`src/rtl/jk_bank_arbiter_pkg.sv`:
```
// jk_pkg: JK command encoding and next-state helper shared by the bank arbiter and its cells
package jk_pkg;
  typedef enum logic [1:0] {HOLD = 2'b00, RST = 2'b01, SET = 2'b10, TGL = 2'b11} jk_op_e;
  function automatic logic next_q(jk_op_e op, logic q);
    return op == TGL ? ~q : op == SET ? 1'b1 : op == RST ? 1'b0 : q;
  endfunction
endpackage

```
`src/rtl/jk_bank_arbiter_if.sv`:
```
// jk_bank_arbiter_if: requester-side command bus and arbiter status for the JK bank
interface jk_bank_arbiter_if #(
  parameter int NREQ = 4,
  parameter int NBITS = 8,
  parameter int IW = $clog2(NBITS),
  parameter int GW = $clog2(NREQ)
);
  logic en;
  logic [NREQ-1:0] req, cmd_j, cmd_k, ack;
  logic [NREQ*IW-1:0] cmd_idx;
  logic err, grant_valid, busy;
  logic [GW-1:0] grant_id;
  logic [NBITS-1:0] q;
  modport master(output en, req, cmd_j, cmd_k, cmd_idx, input ack, err, grant_id, grant_valid, q, busy);
  modport slave(input en, req, cmd_j, cmd_k, cmd_idx, output ack, err, grant_id, grant_valid, q, busy);
endinterface

```
`src/rtl/jk_bank_arbiter_cell.sv`:
```
// jk_cell: single JK flop that updates only when written
module jk_cell import jk_pkg::*; (
  input  logic clk,
  input  logic rst,
  input  logic we,
  input  logic j,
  input  logic k,
  output logic q
);
  always_ff @(posedge clk)
    q <= rst ? 1'b0 : we ? next_q(jk_op_e'({j, k}), q) : q;
endmodule

```
`src/rtl/jk_bank_arbiter.sv`:
```
// jk_bank_arbiter: round-robin arbiter applying one requester JK command per cycle to a bank of JK cells
module jk_bank_arbiter import jk_pkg::*; #(
  parameter int NREQ = 4,
  parameter int NBITS = 8,
  parameter int IW = $clog2(NBITS)
) (
  input logic clk,
  input logic rst,
  jk_bank_arbiter_if.slave bus
);
  localparam int GW = $clog2(NREQ);
  logic [NREQ-1:0] elig;
  logic [GW-1:0] ptr, win;
  logic found, gnt, oob;
  logic [IW-1:0] widx;
  logic [NBITS-1:0] we, q;
  // masking on ack stops a still-held request from being granted twice in a row
  assign elig = bus.req & ~bus.ack;
  assign bus.busy = |elig;
  always_comb begin
    win = '0;
    found = 1'b0;
    for (int i = 0; i < NREQ; i++)
      if (!found && elig[(int'(ptr) + i) % NREQ]) begin
        found = 1'b1;
        win = GW'((int'(ptr) + i) % NREQ);
      end
  end
  assign gnt = bus.en & found;
  assign widx = bus.cmd_idx[win*IW +: IW];
  assign oob = 32'(widx) >= NBITS;
  always_ff @(posedge clk)
    if (rst) begin
      ptr <= '0;
      bus.ack <= '0;
      bus.err <= 1'b0;
      bus.grant_id <= '0;
      bus.grant_valid <= 1'b0;
    end else begin
      bus.ack <= gnt ? NREQ'(1) << win : '0;
      bus.err <= gnt & oob;
      bus.grant_valid <= gnt;
      bus.grant_id <= gnt ? win : bus.grant_id;
      ptr <= !gnt ? ptr : win == GW'(NREQ - 1) ? '0 : win + 1'b1;
    end
  for (genvar i = 0; i < NBITS; i++) begin : g_cell
    assign we[i] = gnt & ~oob & (widx == IW'(i));
    jk_cell u_cell (.clk(clk), .rst(rst), .we(we[i]), .j(bus.cmd_j[win]), .k(bus.cmd_k[win]), .q(q[i]));
  end
  assign bus.q = q;
endmodule
```
`src/flat_wrapper.sv`:
```
// flat-port wrapper written by rule: the top's interface ports become plain ports
module jk_bank_arbiter_flat import jk_pkg::*;
#(
  parameter int NREQ = 4,
  parameter int NBITS = 8,
  parameter int IW = $clog2(NBITS)
)
  (clk, rst, bus_en, bus_req, bus_cmd_j, bus_cmd_k, bus_cmd_idx, bus_ack, bus_err, bus_grant_id, bus_grant_valid, bus_q, bus_busy);
  jk_bank_arbiter_if #(.NREQ(NREQ), .NBITS(NBITS), .IW(IW)) bus_i ();
  input logic clk;
  input logic rst;
  input wire logic [$bits(bus_i.en)-1:0] bus_en;
  input wire logic [$bits(bus_i.req)-1:0] bus_req;
  input wire logic [$bits(bus_i.cmd_j)-1:0] bus_cmd_j;
  input wire logic [$bits(bus_i.cmd_k)-1:0] bus_cmd_k;
  input wire logic [$bits(bus_i.cmd_idx)-1:0] bus_cmd_idx;
  output wire logic [$bits(bus_i.ack)-1:0] bus_ack;
  output wire logic [$bits(bus_i.err)-1:0] bus_err;
  output wire logic [$bits(bus_i.grant_id)-1:0] bus_grant_id;
  output wire logic [$bits(bus_i.grant_valid)-1:0] bus_grant_valid;
  output wire logic [$bits(bus_i.q)-1:0] bus_q;
  output wire logic [$bits(bus_i.busy)-1:0] bus_busy;
  assign bus_i.en = bus_en;
  assign bus_i.req = bus_req;
  assign bus_i.cmd_j = bus_cmd_j;
  assign bus_i.cmd_k = bus_cmd_k;
  assign bus_i.cmd_idx = bus_cmd_idx;
  assign bus_ack = bus_i.ack;
  assign bus_err = bus_i.err;
  assign bus_grant_id = bus_i.grant_id;
  assign bus_grant_valid = bus_i.grant_valid;
  assign bus_q = bus_i.q;
  assign bus_busy = bus_i.busy;
  jk_bank_arbiter #(.NREQ(NREQ), .NBITS(NBITS), .IW(IW)) u_core (.clk(clk), .rst(rst), .bus(bus_i));
endmodule
```
`config.mk`:
```
export PLATFORM = sky130hd
export DESIGN_NAME = jk_bank_arbiter_flat
export DESIGN_NICKNAME = d
export VERILOG_FILES = /design/src/rtl/jk_bank_arbiter_pkg.sv /design/src/rtl/jk_bank_arbiter_if.sv /design/src/rtl/jk_bank_arbiter_cell.sv /design/src/rtl/jk_bank_arbiter.sv /design/src/flat_wrapper.sv
export SDC_FILE = /design/constraint.sdc
export NUM_CORES = 1
export LEC_CHECK = 0
export BUFFER_PORTS_ARGS = -buffer_cell sky130_fd_sc_hd__buf_2
export CORE_UTILIZATION = 40
export DETAILED_ROUTE_END_ITERATION = 7
export PLACE_DENSITY = 0.74
export SLEW_MARGIN = 30
export SYNTH_ARGS = -nofsm -noshare
export SYNTH_HDL_FRONTEND = slang
export SYNTH_HIERARCHICAL = 1
export SYNTH_SLANG_ARGS = --single-unit
```
`constraint.sdc`:
```
create_clock -name clk -period 2.1 [get_ports clk]
set_input_delay 0 -clock clk [delete_from_list [all_inputs] [get_ports clk]]
set_output_delay 0 -clock clk [all_outputs]
set_load 0.01 [all_outputs]
```
; After elaboration in Yosys (flattened, before gate mapping)
; Index checks and enable logic that the tools add are counted.
[totals]
reg_bits = 17
input_bits = 27
out_inout_bits = 17
wordCells = 113
[op_classes]
add_sub_neg = 4
multipliers = 1
order_cmp = 5
eq_ne = 11
shift = 2
n_mux = 34
n_bitwise = 23
reduce_logical = 21
[op_table]
columns = cell, count
row1 = 1-bit two-way mux, 23
row2 = 2-bit AND reduction, 8
row3 = 1-bit binary-select mux with 2-bit select, 6
row4 = "3-bit == test, second input constant", 4
row5 = "3-bit by 4-bit < comparator with 1-bit output, second input constant", 3
row6 = 12-bit by 5-bit variable part select with 3-bit output, 1
row7 = 2-bit two-way mux, 5
row8 = 1-bit bitwise AND, 9
row9 = 1-bit inverter, 9
row10 = 2-bit OR reduction, 4
row11 = "2-bit == test, second input constant", 3
row12 = "3-bit by 2-bit == test with 1-bit output, second input constant", 2
row13 = "2-bit by 3-bit < comparator with 1-bit output, second input constant", 2
row14 = "2-bit by 1-bit adder with 2-bit output, second input constant", 2
row15 = "2-bit adder, second input constant", 2
row16 = 4-bit bitwise AND, 1
row17 = "2-bit by 2-bit multiplier with 4-bit output, second input constant", 1
row18 = 4-bit inverter, 1
row19 = 4-bit OR reduction, 1
row20 = "1-bit by 2-bit left shift with 4-bit output, first input constant", 1
row21 = "1-bit bitwise AND, first input constant", 3
row22 = "3-bit by 1-bit == test with 1-bit output, second input constant", 1
row23 = 1-bit logical AND, 3
row24 = 1-bit zero test, 3
row25 = 3 further kinds, 3

; Longest topological paths before layout
[depth]
depth_word = 20
mapped_depth = 9
depth_no_buf = 8

; Cells and area by module
; Netlist, hierarchy kept.
[modules_own_cells]
columns = mod, n_inst, cells_per_inst, area_each_um2, seq_area_each_um2
row1 = jk_bank_arbiter, 1, 82, 718.2, 180.2
row2 = jk_cell, 8, 4, 46.3, 20.0

; Least setup slack after synthesis
; No wires, ideal clock.
[synth_timing]
kind = register -> register
start = register u_core.bus.ack[1]
end = register u_core.g_cell[0].u_cell.q
setup_time_ns = 0.115
t_arrival_ns = 1.956
t_required_ns = 1.985
setup_slack_ns = 0.028
stages_incl_launch_ff = 10
n_path_buf = 1
period_less_slack_ns = 2.072
path_cell_list = dfxtp_1 nand2b_4 a311oi_2 o21ai_4 buf_6 mux2_2 nor2_1 a21oi_1 a21bo_1 a21oi_2
[synth_via]
elab_chain_cells = 19
word_cells_on_any_way = 43
classes_between = mul: 1 / eq/ne: 3 / shift: 1 / mux: 25 / bitwise: 4 / reduce/logical: 9
[synth_lines]
columns = element, line
row1 = from (decl), jk_bank_arbiter_if.sv:15  ; modport slave(input en, req, cmd_j, cmd_k, cmd_idx, output ack, err, grant_id, grant_valid, q, busy);
row2 = from (signal assigned), jk_bank_arbiter.sv:40  ; bus.ack <= gnt ? NREQ'(1) << win : '0;
row3 = 4-bit inverter *, jk_bank_arbiter.sv:18  ; assign elig = bus.req & ~bus.ack;
row4 = 4-bit bitwise AND *, jk_bank_arbiter.sv:18
row5 = 1-bit binary-select mux with 2-bit select, jk_bank_arbiter.sv:24  ; if (!found && elig[(int'(ptr) + i) % NREQ]) begin
row6 = 1-bit two-way mux (not written as such), jk_bank_arbiter.sv:24
row7 = 1-bit two-way mux, jk_bank_arbiter.sv:24
row8 = 1-bit zero test, jk_bank_arbiter.sv:24
row9 = 1-bit logical AND, jk_bank_arbiter.sv:24
row10 = 1-bit two-way mux, jk_bank_arbiter.sv:24
row11 = (+3 left out), n/a
row12 = 1-bit zero test, jk_bank_arbiter.sv:24
row13 = 1-bit logical AND, jk_bank_arbiter.sv:24
row14 = 2-bit two-way mux, jk_bank_arbiter.sv:24
row15 = 2-bit by 2-bit multiplier with 4-bit output / 1-bit binary-select mux with 2-bit select (equally long branches), "jk_bank_arbiter.sv:30, jk_bank_arbiter.sv:48"
row16 = 12-bit by 5-bit variable part select with 3-bit output / 1-bit two-way mux (equally long branches), "jk_bank_arbiter.sv:30, jk_bank_arbiter.sv:48"
row17 = "3-bit zero test, or another cell as far along", jk_bank_arbiter.sv:47  ; assign we[i] = gnt & ~oob & (widx == IW'(i));
row18 = "1-bit bitwise AND, or another cell as far along", jk_bank_arbiter.sv:47
row19 = 2-bit AND reduction (no line) / 1-bit two-way mux (equally long branches), n/a
row20 = to (signal assigned), jk_bank_arbiter_cell.sv:11  ; q <= rst ? 1'b0 : we ? next_q(jk_op_e'({j, k}), q) : q;
row21 = to (decl), jk_bank_arbiter_cell.sv:8  ; output logic q
; Every way passes the cells marked *; elsewhere a longest branch is shown, timed or not. The select of a mux whose other input is x is not followed.
; A chain may end at the register's enable or synchronous reset.

; Final worst setup path
[layout_timing]
start = register u_core.bus.ack[0]
end = register u_core.g_cell[0].u_cell.q
[layout_via]
elab_chain_cells = 19
word_cells_on_any_way = 43
classes_between = mul: 1 / eq/ne: 3 / shift: 1 / mux: 25 / bitwise: 4 / reduce/logical: 9
[layout_lines]
columns = element, line
row1 = 4-bit inverter *, jk_bank_arbiter.sv:18
row2 = 4-bit bitwise AND *, jk_bank_arbiter.sv:18
row3 = 1-bit binary-select mux with 2-bit select, jk_bank_arbiter.sv:24
row4 = 1-bit two-way mux (not written as such), jk_bank_arbiter.sv:24
row5 = 1-bit two-way mux, jk_bank_arbiter.sv:24
row6 = 1-bit zero test, jk_bank_arbiter.sv:24
row7 = 1-bit logical AND, jk_bank_arbiter.sv:24
row8 = 1-bit two-way mux, jk_bank_arbiter.sv:24
row9 = (+4 left out), n/a
row10 = 1-bit logical AND, jk_bank_arbiter.sv:24
row11 = 2-bit two-way mux, jk_bank_arbiter.sv:24
row12 = 2-bit by 2-bit multiplier with 4-bit output, jk_bank_arbiter.sv:30  ; assign widx = bus.cmd_idx[win*IW +: IW];
row13 = 12-bit by 5-bit variable part select with 3-bit output, jk_bank_arbiter.sv:30
row14 = 3-bit zero test, jk_bank_arbiter.sv:47
row15 = 1-bit bitwise AND *, jk_bank_arbiter.sv:47
row16 = named net u_core.we[0], jk_bank_arbiter.sv:16  ; logic [NBITS-1:0] we, q;
row17 = 2-bit AND reduction (no line) *, n/a
; Mark *: on every way through the listed nets, which the timed path passes. The rest lies on a longest branch. The select of a mux whose other input is x is not followed.

==> metrics.csv <==
stage,metric,value,unit
global_routing,antenna_found_initial,0,
sta,min_period_over_period,103,%
cts,numCtsBuffers,3,
cts,cts_tree,built,
cells_and_area,area_delta_synth_final,47.1,%
setup_path,slowest_stage,dfxtp_2,
routing,via_per_inst,5.34,
cells_and_area,stdcell_count,197,
power,p_per_area,633,nW/um^2
floorplan,initial_core_util,43.2,%
cts,cts_sinks,17,
run,drv_cap,0,
placed_design,placed_cells,191,
setup_path,worstSetupPathType,flip-flop to flip-flop,
worst_hold_path,hold_end,u_core/ptr[1],
floorplan,core,2520,um^2
routing,drt_wl_total,2840,um
setup_path,r2r-end,u_core/g_cell[0].u_cell/q,
synthesis,syn_area,1090,um^2
sta,finalClockSkew,0.00349,ns
cts,cts-htree-levels,1,
floorplan,num_rows,18,
worst_hold_path,min-delay-start,bus_en,
global_routing,grt_usage,21.3,%
placed_design,dp_hpwl,2020,um
cts,clk_latency,0.30,ns
synthesis,async_flop_share,0,%
setup_path,r2r_slack,-0.06,ns
setup_path,required,2.34,ns
setup_path,cp-start-kind,flip-flop,
setup_path,critPathMaxFanout,4,
synthesis,syn_nets,141,
sta,rsz0062_at_grt,yes,
cells_and_area,layout-drive-gt1-share,62.3,%
sta,timing.fmax,0.463,GHz
status,status,"complete, but fails checks",
cts,root_buffer,clkbuf_4,
worst_hold_path,holdPathStages,3,
synthesis,ys_seq_area_share,31.3,%
global_routing,grt_pass1_wl,4420,um
setup_path,rr_worst_depth,9,
status,failed_checks,negative setup slack,
synthesis,ys_warn_count,6,
global_routing,gr-total-overflow,0,
synthesis,synth.distinct_cells,36,
synthesis,syn-instance-count,114,
setup_path,max_stage_delay,0.35,ns
power,total_power,0.00101,W
setup_path,crit_path_cell_trace,"nand2b_4, o221a_4, o21ai_4, buf_12, mux2i_4, mux2_4, and3_4, nand3b_1, a21oi_2",
routing,drt_iter0_drc,7,
cells_and_area,diodes,0,
sta,finalSetupViolCount,6,
sta,period_needed,2.16,ns
routing,drc,0,
sta,hold_viol_final,0,
placed_design,place_ws,-0.0864,ns
routing,vias,1051,
floorplan,num_io_pins,44,
floorplan,dieArea,2930,um^2
placed_design,io_buffers,42,
routing,wl_per_cell,14.4,um
synthesis,synth_edf_count,0,
setup_path,cp-end-kind,flip-flop,
cts,clk_pin_slew,0.10,ns
power,leakagePower,0.694,nW
synthesis,synth_seq_cells,17,
global_routing,grt_max_degree,16,
routing,ant_nets,0,
placed_design,place_congestion,0.801,
synthesis,dominantRegCellSynth,dfxtp_1,
routing,drtPass1Iterations,4,
setup_path,r2r-start,u_core/bus.ack[0],
floorplan,die_h,54.2,um
worst_hold_path,hold_path_class,input port to flip-flop,
sta,slew_viol_final,0,
power,ir_drop,0.000389,V
cells_and_area,utilization,63.5,%
setup_path,cp_data_arrival_time,2.39,ns
cts,cts_max_path_buffers,2,
cells_and_area,fillCellCount,216,
cts,holdBufCountCts,0,
global_routing,grt_pass1_vias,1000,
floorplan,die_x,54.2,um
cells_and_area,nNetsFinal,195,
synthesis,avgSynthCellArea,9.55,um^2
sta,fin_ws,-0.0577,ns
[per-stage QoR]
step | instance area (um^2) | TNS (ns) | hold slack [ns]
global placement | 1390 | 0 | 0.348
detailed placement | 1390 | -0.632 | 0.350
global route | 1600 | -0.799 | 0.0329
finish | 1600 | -0.193 | 0.0223
floorplan | 1090 | 0 | 0.0624
CTS | 1530 | -0.0988 | 0.0228
[timing repair]
action	CTS	global route
pin swaps	13	6
gates resized for setup	20	16
buffers inserted	2	0
endpoints found under the setup margin	8	8
[cell usage after synthesis, types with 2 or more instances]
cell type / instances / area (um^2)
nor2b_1: 2 / 12.5
o22ai_1: 2 / 12.5
dfxtp_1: 17 / 340
a21bo_1: 8 / 80.1
inv_1: 2 / 7.51
a22o_1: 2 / 17.5
nand2b_1: 2 / 12.5
mux2i_1: 10 / 100
a21oi_1: 5 / 25.0
a21oi_2: 8 / 70.1
nand2_1: 4 / 15.0
buf_2: 2 / 10.0
nand3b_1: 8 / 60.1
nand2b_4: 2 / 27.5
o21ai_0: 2 / 10.0
nor2_1: 8 / 30.0
mux2_2: 3 / 33.8
and3_1: 9 / 56.3
[cell usage in the layout, fill, tap and decap left out, types with 5 or more instances in the layout]
cell type	instances
a21oi_2	10
dfxtp_2	5
dfxtp_1	12
nor2_1	7
buf_2	42
a21bo_1	8
and3_4	8
buf_4	10
mux2i_4	6
nand3b_1	8
[metal layers]
| layer | wire length (um) | global-route usage [%] | vias up |
|---|---|---|---|
| met5 | 0 | 0 | - |
| met4 | 72 | 12.4 | 0 |
| met3 | 132 | 3.39 | 7 |
| met2 | 1420 | 35.0 | 36 |
| met1 | 1210 | 25.8 | 485 |
| li1 | - | - | 523 |
[critical path: cells and delay by family, from the launching register on]
| kind | cells | cell delay, ns |
|---|---|---|
| buf+inv | 1 | 0.17 |
| compound gates | 3 | 0.63 |
| simple gates | 3 | 0.46 |
| flops | 1 | 0.35 |
| mux | 2 | 0.49 |
[worst max path at each step]
stage                                  from  cells past startpoint  slack, ns                         to
after floorplan           u_core/bus.ack[1]                      9       0.03  u_core/g_cell[0].u_cell/q
after global placement        u_core/ptr[0]                      8      0.003  u_core/g_cell[0].u_cell/q
after detailed placement  u_core/bus.ack[2]                      9      -0.09  u_core/g_cell[3].u_cell/q
after CTS                 u_core/bus.ack[0]                      9      -0.03  u_core/g_cell[7].u_cell/q
after global routing      u_core/bus.ack[0]                      9      -0.12  u_core/g_cell[1].u_cell/q
final                     u_core/bus.ack[0]                      9      -0.06  u_core/g_cell[0].u_cell/q
[registers in the layout, indices dropped and copies added, names as in the netlist]
signal / flops
u_core/bus.ack: 4
u_core/ptr: 2
u_core/g_cell.u_cell/q: 8
u_core/bus.grant_id: 2
u_core/bus.grant_valid: 1
[layout make-up]
cell class                 count  area [um^2]  share of cell area (%)
clock inverter                 1         5.00                   0.312
tap                           30         37.5                    2.34
sequential                    17          347                    21.6
inverter                       2         7.51                   0.469
timing repair buffer          54          317                    19.8
clock buffer                   3         22.5                    1.41
multi-input combinational     90          866                    54.1
[where the power goes]
group / internal [W] / switching, W / leakage, nW
combinational: 0.000243 / 0.000228 / 0.536
sequential: 0.000347 / 0.0000185 / 0.141
clock: 0.0000710 / 0.000107 / 0.0177
total: 0.000660 / 0.000354 / 0.694
[kinds of logic (layout without fill, tap and decap cells)]
kind of cell / after synthesis / in the layout / share of synthesized area [%]
flip-flops: 17 / 17 / 31.3
AO/OA/AOI/OAI: 31 / 31 / 25.2
other: 1 / 1 / 0.344
XOR/XNOR: 1 / 1 / 0.805
AND/OR/NAND/NOR: 43 / 43 / 25.1
multiplexers: 14 / 14 / 13.7
buffers and inverters: 7 / 60 / 3.68
No activity file was read; power rests on OpenSTA's default activity.
